[config.mk]
export PLATFORM = sky130hd
export DESIGN_NAME = instr_fetch
export DESIGN_NICKNAME = d
export VERILOG_FILES = /design/src/rtl/fetch_pkg.sv /design/src/rtl/fetch_fifo.sv /design/src/rtl/instr_fetch.sv
export SDC_FILE = /design/constraint.sdc
export NUM_CORES = 1
export LEC_CHECK = 0
export CORE_MARGIN = 2
export CORE_UTILIZATION = 55
export DETAILED_ROUTE_END_ITERATION = 12
export PLACE_DENSITY = 0.88
export REMOVE_ABC_BUFFERS = 1
export SETUP_SLACK_MARGIN = 0.5
export SYNTH_ARGS = -nofsm -noshare
export SYNTH_HDL_FRONTEND = slang
export SYNTH_SLANG_ARGS = --single-unit
[constraint.sdc]
create_clock -name clk -period 9 [get_ports clk]
set_input_delay 2.7 -clock clk [delete_from_list [all_inputs] [get_ports clk]]
set_output_delay 2.7 -clock clk [all_outputs]
set_load 0.05 [all_outputs]
[src/rtl/fetch_pkg.sv]
// Shared types and constants for the instruction fetch unit.
// FETCH_HALT_ON_ZERO_EN (defined in instr_fetch) enables the stop-word halt.
package fetch_pkg;

  localparam int unsigned XLEN = 32;
  localparam logic [XLEN-1:0] PC_STEP = 32'd4;
  localparam logic [2:0] FUNCT3_LW = 3'b010;

  typedef enum logic {
    FETCH  = 1'b0,
    HALTED = 1'b1
  } fetch_state_t;

  typedef struct packed {
    logic [XLEN-1:0] pc;
    logic [XLEN-1:0] inst;
  } fetch_entry_t;

  // Clear the byte-offset bits of an address.
  function automatic logic [XLEN-1:0] align_word(input logic [XLEN-1:0] addr);
    return {addr[XLEN-1:2], 2'b00};
  endfunction

endpackage

[src/rtl/fetch_fifo.sv]
// Show-ahead FIFO of {pc, inst} entries with flush and an exposed count.
module fetch_fifo
  import fetch_pkg::*;
#(
  parameter int unsigned DEPTH = 4,
  parameter int unsigned CW    = $clog2(DEPTH) + 1
) (
  input  logic         clk,
  input  logic         rst_n,
  input  logic         i_push,
  input  fetch_entry_t i_push_entry,
  input  logic         i_pop,
  input  logic         i_flush,
  output fetch_entry_t o_head,
  output logic [CW-1:0] o_count
);

  localparam int unsigned AW = $clog2(DEPTH);

  fetch_entry_t    r_mem [DEPTH];
  logic [AW-1:0]   r_rd_ptr;
  logic [AW-1:0]   r_wr_ptr;
  logic [CW-1:0]   r_count;
  logic            w_pop;

  // Pop while empty is ignored.
  assign w_pop = i_pop && (r_count != '0);

  // Storage, pointers and occupancy; flush wins over push/pop.
  always_ff @(posedge clk) begin
    if (!rst_n) begin
      r_rd_ptr <= '0;
      r_wr_ptr <= '0;
      r_count  <= '0;
      for (int i = 0; i < int'(DEPTH); i++) begin
        r_mem[i] <= '0;
      end
    end else if (i_flush) begin
      r_rd_ptr <= '0;
      r_wr_ptr <= '0;
      r_count  <= '0;
    end else begin
      if (i_push) begin
        r_mem[r_wr_ptr] <= i_push_entry;
        r_wr_ptr        <= r_wr_ptr + AW'(1);
      end
      if (w_pop) begin
        r_rd_ptr <= r_rd_ptr + AW'(1);
      end
      unique case ({i_push, w_pop})
        2'b10:   r_count <= r_count + CW'(1);
        2'b01:   r_count <= r_count - CW'(1);
        default: r_count <= r_count;
      endcase
    end
  end

  assign o_head  = r_mem[r_rd_ptr];
  assign o_count = r_count;

endmodule

[src/rtl/instr_fetch.sv]
// Instruction fetch unit: owns the PC, issues word reads with 1-cycle
// latency, buffers {pc, inst} in a FIFO and flushes on redirect.
// Optional: define FETCH_HALT_ON_ZERO_EN to stop fetching on a zero word.
module instr_fetch
  import fetch_pkg::*;
#(
  parameter int unsigned     DEPTH    = 4,
  parameter logic [XLEN-1:0] RESET_PC = 32'h0000_0000
) (
  input  logic            clk,
  input  logic            rst_n,
  output logic [XLEN-1:0] read_address,
  output logic [2:0]      funct3,
  output logic            write_mem,
  input  logic [XLEN-1:0] read_data,
  output logic            inst_valid,
  input  logic            inst_ready,
  output logic [XLEN-1:0] inst_data,
  output logic [XLEN-1:0] inst_pc,
  input  logic            redirect_valid,
  input  logic [XLEN-1:0] redirect_pc,
  output logic            halted
);

  localparam int unsigned CW = $clog2(DEPTH) + 1;

  fetch_state_t    r_state;
  fetch_state_t    w_state_nxt;
  logic [XLEN-1:0] r_fetch_pc;
  logic            r_pend;
  logic [XLEN-1:0] r_pend_pc;

  logic [CW-1:0]   w_count;
  logic [CW:0]     w_inflight;
  logic            w_issue;
  logic            w_capture;
  logic            w_stop;
  logic            w_push;
  fetch_entry_t    w_entry;
  fetch_entry_t    w_head;

  // Credit check: buffered plus in-flight words must stay below DEPTH.
  assign w_inflight = {1'b0, w_count} + (CW+1)'(r_pend);
  assign w_issue    = (r_state == FETCH) && !redirect_valid
                      && (w_inflight < (CW+1)'(DEPTH));
  // Late responses after a halt are dropped along with the stop word.
  assign w_capture  = r_pend && !redirect_valid && (r_state == FETCH);

`ifdef FETCH_HALT_ON_ZERO_EN
  assign w_stop = w_capture && (read_data == '0);
  assign halted = (r_state == HALTED);
`else
  assign w_stop = 1'b0;
  assign halted = 1'b0;
`endif

  assign w_push  = w_capture && !w_stop;
  assign w_entry = '{pc: r_pend_pc, inst: read_data};

  // State register.
  always_ff @(posedge clk) begin
    if (!rst_n) begin
      r_state <= FETCH;
    end else begin
      r_state <= w_state_nxt;
    end
  end

  // Next state: halt on a stop word, redirect always resumes fetching.
  always_comb begin
    w_state_nxt = r_state;
    unique case (r_state)
      FETCH:   if (w_stop) w_state_nxt = HALTED;
      HALTED:  w_state_nxt = HALTED;
      default: w_state_nxt = FETCH;
    endcase
    if (redirect_valid) begin
      w_state_nxt = FETCH;
    end
  end

  // Fetch PC and in-flight tracking; redirect has top priority.
  always_ff @(posedge clk) begin
    if (!rst_n) begin
      r_fetch_pc <= RESET_PC;
      r_pend     <= 1'b0;
      r_pend_pc  <= '0;
    end else if (redirect_valid) begin
      r_fetch_pc <= align_word(redirect_pc);
      r_pend     <= 1'b0;
    end else if (w_issue) begin
      r_pend     <= 1'b1;
      r_pend_pc  <= r_fetch_pc;
      r_fetch_pc <= r_fetch_pc + PC_STEP;
    end else begin
      r_pend     <= 1'b0;
    end
  end

  fetch_fifo #(
    .DEPTH (DEPTH),
    .CW    (CW)
  ) u_fifo (
    .clk          (clk),
    .rst_n        (rst_n),
    .i_push       (w_push),
    .i_push_entry (w_entry),
    .i_pop        (inst_ready),
    .i_flush      (redirect_valid),
    .o_head       (w_head),
    .o_count      (w_count)
  );

  assign read_address = r_fetch_pc;
  assign funct3       = FUNCT3_LW;
  assign write_mem    = 1'b0;
  assign inst_valid   = (w_count != '0);
  assign inst_data    = w_head.inst;
  assign inst_pc      = w_head.pc;

endmodule

-- Yosys cells after proc, flatten, opt, wreduce, memory -nomap -nowiden
Memories as Yosys holds them, arrays and structs flattened. A register that Yosys moved wholly into a read port is not among the register bits.
Cells that the tools add are included.
- logic and storage cells: 48
- bits in writable memories: 256
- bits of input ports: 68
- memories kept: 1
- register bits: 73
- output and inout port bits: 102
- memory list (memory ; depth ; width ; rd ports ; clocked after Yosys merged registers in ; write ports ; RTL line ; source):
    u_fifo.r_mem ; 4 ; 64 ; 1 ; 1 ; 4 ; fetch_fifo.sv:20 ; fetch_entry_t r_mem [DEPTH];
- multiplexer cells: 15
- add/sub/neg operators: 6
- bitwise logic cells: 3
- reductions and logical operators: 12
- $lt $le $gt $ge: 1
- equal/unequal tests: 2
- operator list (cell ; number):
    2-to-1 mux 32 bit ; 2
    2-to-1 mux 64 bit ; 1
    OR reduction 64 bit ; 1
    adder 32 x 3 -> 32 bit (second input constant) ; 1
    2-to-1 mux 1 bit ; 7
    2-to-1 mux 2 bit ; 3
    case mux 3 bit (2 select lines) ; 1
    logical AND 1 bit ; 5
    adder 2 x 1 -> 2 bit (second input constant) ; 2
    adder 3 x 1 -> 4 bit ; 1
    less-than comparator 4 x 3 -> 1 bit (second input constant) ; 1
    nonzero test 2 bit ; 2
    adder 3 x 1 -> 3 bit (second input constant) ; 1
    NOT 1 bit ; 3
    nonzero test 3 bit ; 1
    subtractor 3 x 1 -> 3 bit (second input constant) ; 1
    equality test 2 x 1 -> 1 bit (second input constant) ; 1
    equality test 2 bit (second input constant) ; 1
    case mux 1 bit (2 select lines) ; 1
    AND reduction 2 bit ; 1
    OR reduction 2 bit ; 1
    zero test 1 bit ; 1

-- Depth between registers and ports, before layout
- depth in word-level cells: 9
- depth in mapped cells: 8
- gate-level depth less buffers: 7

-- By module
A second synthesis with hierarchy kept.
- cells, all modules: 1031
- area, all modules: 14402.6 um2
- modules (own cells, without submodules) (module ; cells an instance ; instances ; area each (um2) ; seq. area each (um2)):
    fetch_fifo ; 665 ; 1 ; 11409.7 ; 7867.5
    instr_fetch ; 366 ; 1 ; 2992.9 ; 1221.2

-- Worst setup path before layout
OpenSTA, ideal clock, no wires.
- kind: input port to flip-flop
- start: in redirect_valid
- end: mem u_fifo.r_mem[0][0] (netlist name) (enable)
- data required time: 8426 ps
- stages: 3
- setup slack: 743 ps
- setup time: 574 ps
- data arrival time: 7682 ps
- path buffers: 1
- cells stage by stage: clkbuf_1 -> nand2b_1 -> o31ai_1
- RTL lines (item ; RTL line ; source):
    start: declaration ; instr_fetch.sv:20 ; input logic redirect_valid,
    end: declaration ; fetch_fifo.sv:20 ;

==> flow_metrics.py <==
metrics = {
    "cts": {
        "cts.clk_slew.worst_paths_ns": 0.06,
        "cts_tree": "done",
        "clockBufferDepth": 3,
        "htree_num_levels": 1,
        "clk_latency_ns": 0.56,
        "post_cts_buffers": 0,
        "cts_buffers": 31,
        "ctsResizeCount": 0,
        "numClockSinks": 318,
        "hold_buffers": 0,
        "root_buffer": "clkbuf_16",
    },
    "global_routing": {
        "grt_pass1_wl_um": 49400,
        "antenna_found_initial": 0,
        "grt_overflow": 0,
        "grt_max_degree": 63,
        "grt_pass1_vias": 9148,
        "grt_usage": 0.239,
    },
    "synth": {
        "yosys.area_share.adder": 0.00323,
        "netlist_instances": 1052,
        "synthFlopType": "edfxtp_1",
        "ys_seq_elements": 318,
        "synth_edf_count": 248,
        "synth-xor-area-share": 0.00943,
        "synth_cell_types": 52,
        "ys_seq_area_frac": 0.635,
        "synthMuxAreaShare": 0.101,
        "synth_area_um2": 13900,
        "avgSynthCellArea_um2": 13.2,
        "synth_top_family_by_area": "simple AND/OR/NAND/NOR gates",
        "yosysWarnings": 0,
        "async_flop_share": 0,
        "yosys.area_share.simple": 0.171,
        "synth_compound_area_frac": 0.0470,
    },
    "power": {
        "p_per_area_nw_per_um2": 193,
        "cellLeakagePower_uw": 0.00589,
        "intPower_uw": 2440,
        "peakVddDrop_mv": 0.124,
        "comb_power_share": 0.096,
        "p_seq_frac": 0.524,
        "clkPwrFrac": 0.380,
        "switching_power_uw": 779,
        "swShare": 0.242,
    },
    "routing": {
        "drt_iter0_markers": 905,
        "wirelength_um": 31700,
        "dr_total_vias": 9055,
        "wl_per_cell_um": 20.6,
        "firstDrtPassIters": 5,
        "drc": 0,
        "vias_per_cell": 5.88,
        "ant_nets": 0,
    },
    "worst_setup_path": {
        "critPathArrivalTime_ns": 3.37,
        "cp-start-kind": "flop",
        "worstSetupPathType": "reg2out",
        "cp-end-kind": "output pin",
        "cp_max_fo": 40,
        "r2r-start": "u_fifo.r_wr_ptr[1]$_SDFFE_PP0P_",
        "required_ns": 6.30,
    },
    "sta": {
        "finalCriticalPeriod_ns": 6.07,
        "hold_viol": 0,
        "setup_slack_ns": 2.93,
        "timing.fmax_mhz": 165,
        "setup_violations": 0,
        "drv_slew": 0,
        "fin_skew_ns": 0.00647,
        "worst_pin_slew_ns": 1.10,
        "fin_tns_setup_ns": 0,
        "relSlewSlack": 0.269,
        "min_period_over_period": 0.675,
        "rsz0062_at_grt": "no",
    },
    "floorplan": {
        "initial_utilization": 0.556,
        "die_y_um": 163,
        "dieArea_um2": 26600,
        "placementRows": 58,
        "core_um2": 25000,
        "die_w_um": 163,
        "ios": 170,
    },
    "cells_and_area": {
        "num-fill-cells": 1765,
        "drive_gt1_frac": 0.111,
        "final_cell_mix": "edfxtp_1, and2_1, clkdlybuf4s50_1",
        "antennaDiodeCount": 0,
        "final_common_cell": "edfxtp_1",
        "syn_to_final_growth_pct": 20.0,
        "layout.nets": 1256,
    },
    "placed_design": {
        "place_ws_ns": 3.01,
        "hpwlAfterDp_um": 19000,
        "globalplace.congestion": 0.873,
        "io_buffers": 158,
    },
    "run": {
        "cap_violations": 0,
    },
    "worst_hold_path": {
        "worstHoldStart": "r_pend_pc[16]$_SDFFE_PN0P_",
        "min_path_type": "reg2reg",
    },
    "outcome": {
        "outcome": "finished, final reports clean",
    },
}
-- sequential cells by signal (all words and copies together) (netlist names), named ones only --
name / count
u_fifo.r_mem: 248
u_fifo.r_rd_ptr: 2
r_pend_pc: 30
u_fifo.o_count: 3
u_fifo.r_wr_ptr: 2
r_pend: 1
read_address: 30
-- cell type report --
cell class | count | area [µm²] | share of cell area
repair buffers | 169 | 1660 | 0.0996
clock buffers | 41 | 843 | 0.0505
well taps | 330 | 413 | 0.0247
inverters | 24 | 90.1 | 0.00539
multi-input cells | 641 | 4730 | 0.283
clock inverters | 17 | 111 | 0.00666
flip-flops and latches | 318 | 8860 | 0.530
-- per-layer routing --
layer	global-route usage	wire (µm)	vias up	share of wire
met5	0	0	-	0
li1	-	-	4102	-
met4	0.0511	467	0	0.015
met2	0.417	15800	440	0.50
met1	0.315	12600	4471	0.40
met3	0.0439	2830	42	0.089
-- worst max-delay path, stage by stage (launching register included) --
cell,delay [ns]
dfxtp_4,0.68
buf_4,0.75
mux4_2,0.60
clkdlybuf4s50_1,0.76
-- cells in the mapped netlist, types with 3 or more instances --
cell / instances / share of area
edfxtp_1: 248 / 0.53
and4_1: 4 / 0.0025
o211ai_1: 3 / 0.0016
nand4_1: 16 / 0.0072
inv_1: 23 / 0.0062
xnor2_1: 6 / 0.0038
o311a_1: 3 / 0.0022
buf_4: 9 / 0.0049
a311oi_1: 4 / 0.0025
and3_1: 5 / 0.0022
dfxtp_1: 70 / 0.10
or4_1: 11 / 0.0059
nand2_1: 98 / 0.026
nor4_1: 6 / 0.0027
nand2b_1: 7 / 0.0031
or3_1: 7 / 0.0031
nor2_1: 60 / 0.016
o31a_1: 4 / 0.0025
nor3_1: 9 / 0.0032
a21oi_1: 41 / 0.015
o21ai_0: 26 / 0.0093
xor2_1: 9 / 0.0057
and2_1: 194 / 0.087
clkbuf_1: 51 / 0.014
a31oi_1: 10 / 0.0045
buf_2: 10 / 0.0036
nand3_1: 18 / 0.0065
mux4_2: 62 / 0.10
buf_6: 3 / 0.0024
o31ai_1: 9 / 0.0049
-- path summary, 6_finish.rpt --
kind / to / cells past startpoint / slack, ns
worst max register to register: u_fifo.r_mem[2][31]$_SDFFCE_PN0P_ / 3 / 5.79
worst max-delay path: inst_pc[19] / 3 / 2.93
worst min register to register: r_pend_pc[16]$_SDFFE_PN0P_ / 2 / 0.47
worst min-delay path: r_pend_pc[16]$_SDFFE_PN0P_ / 2 / 0.47
-- power by group through the flow --
stage                     clock network [µW]  registers [µW]  logic (µW)
after floorplan                            0            1750         150
after global placement                     0            1710         304
after detailed placement                   0            1720         308
after CTS                               1230            1690         310
after global routing                    1300            1690         325
final                                   1220            1690         309
-- through the flow --
stage               utilization  instance area (µm²)  total power [µW]  hold slack (ns)  cells
global route              0.667                16700              3320            0.488   1540
CTS                       0.667                16700              3230            0.475   1540
detailed placement        0.629                15800              2030            0.463   1482
finish                    0.667                16700              3220            0.473   1540
floorplan                     -                13600              1900            0.437    983
global placement          0.629                15800              2020            0.448   1482
-- logic make-up after synthesis --
| kind of cell | count (synthesis) |
|---|---|
| AO/OA/AOI/OAI | 108 |
| XOR/XNOR | 15 |
| adder cells (fa/ha/maj) | 3 |
| buffers and inverters | 100 |
| flip-flops | 318 |
| multiplexers | 63 |
| other | 2 |
| AND/OR/NAND/NOR | 443 |
(Power assumes the default switching activity.)
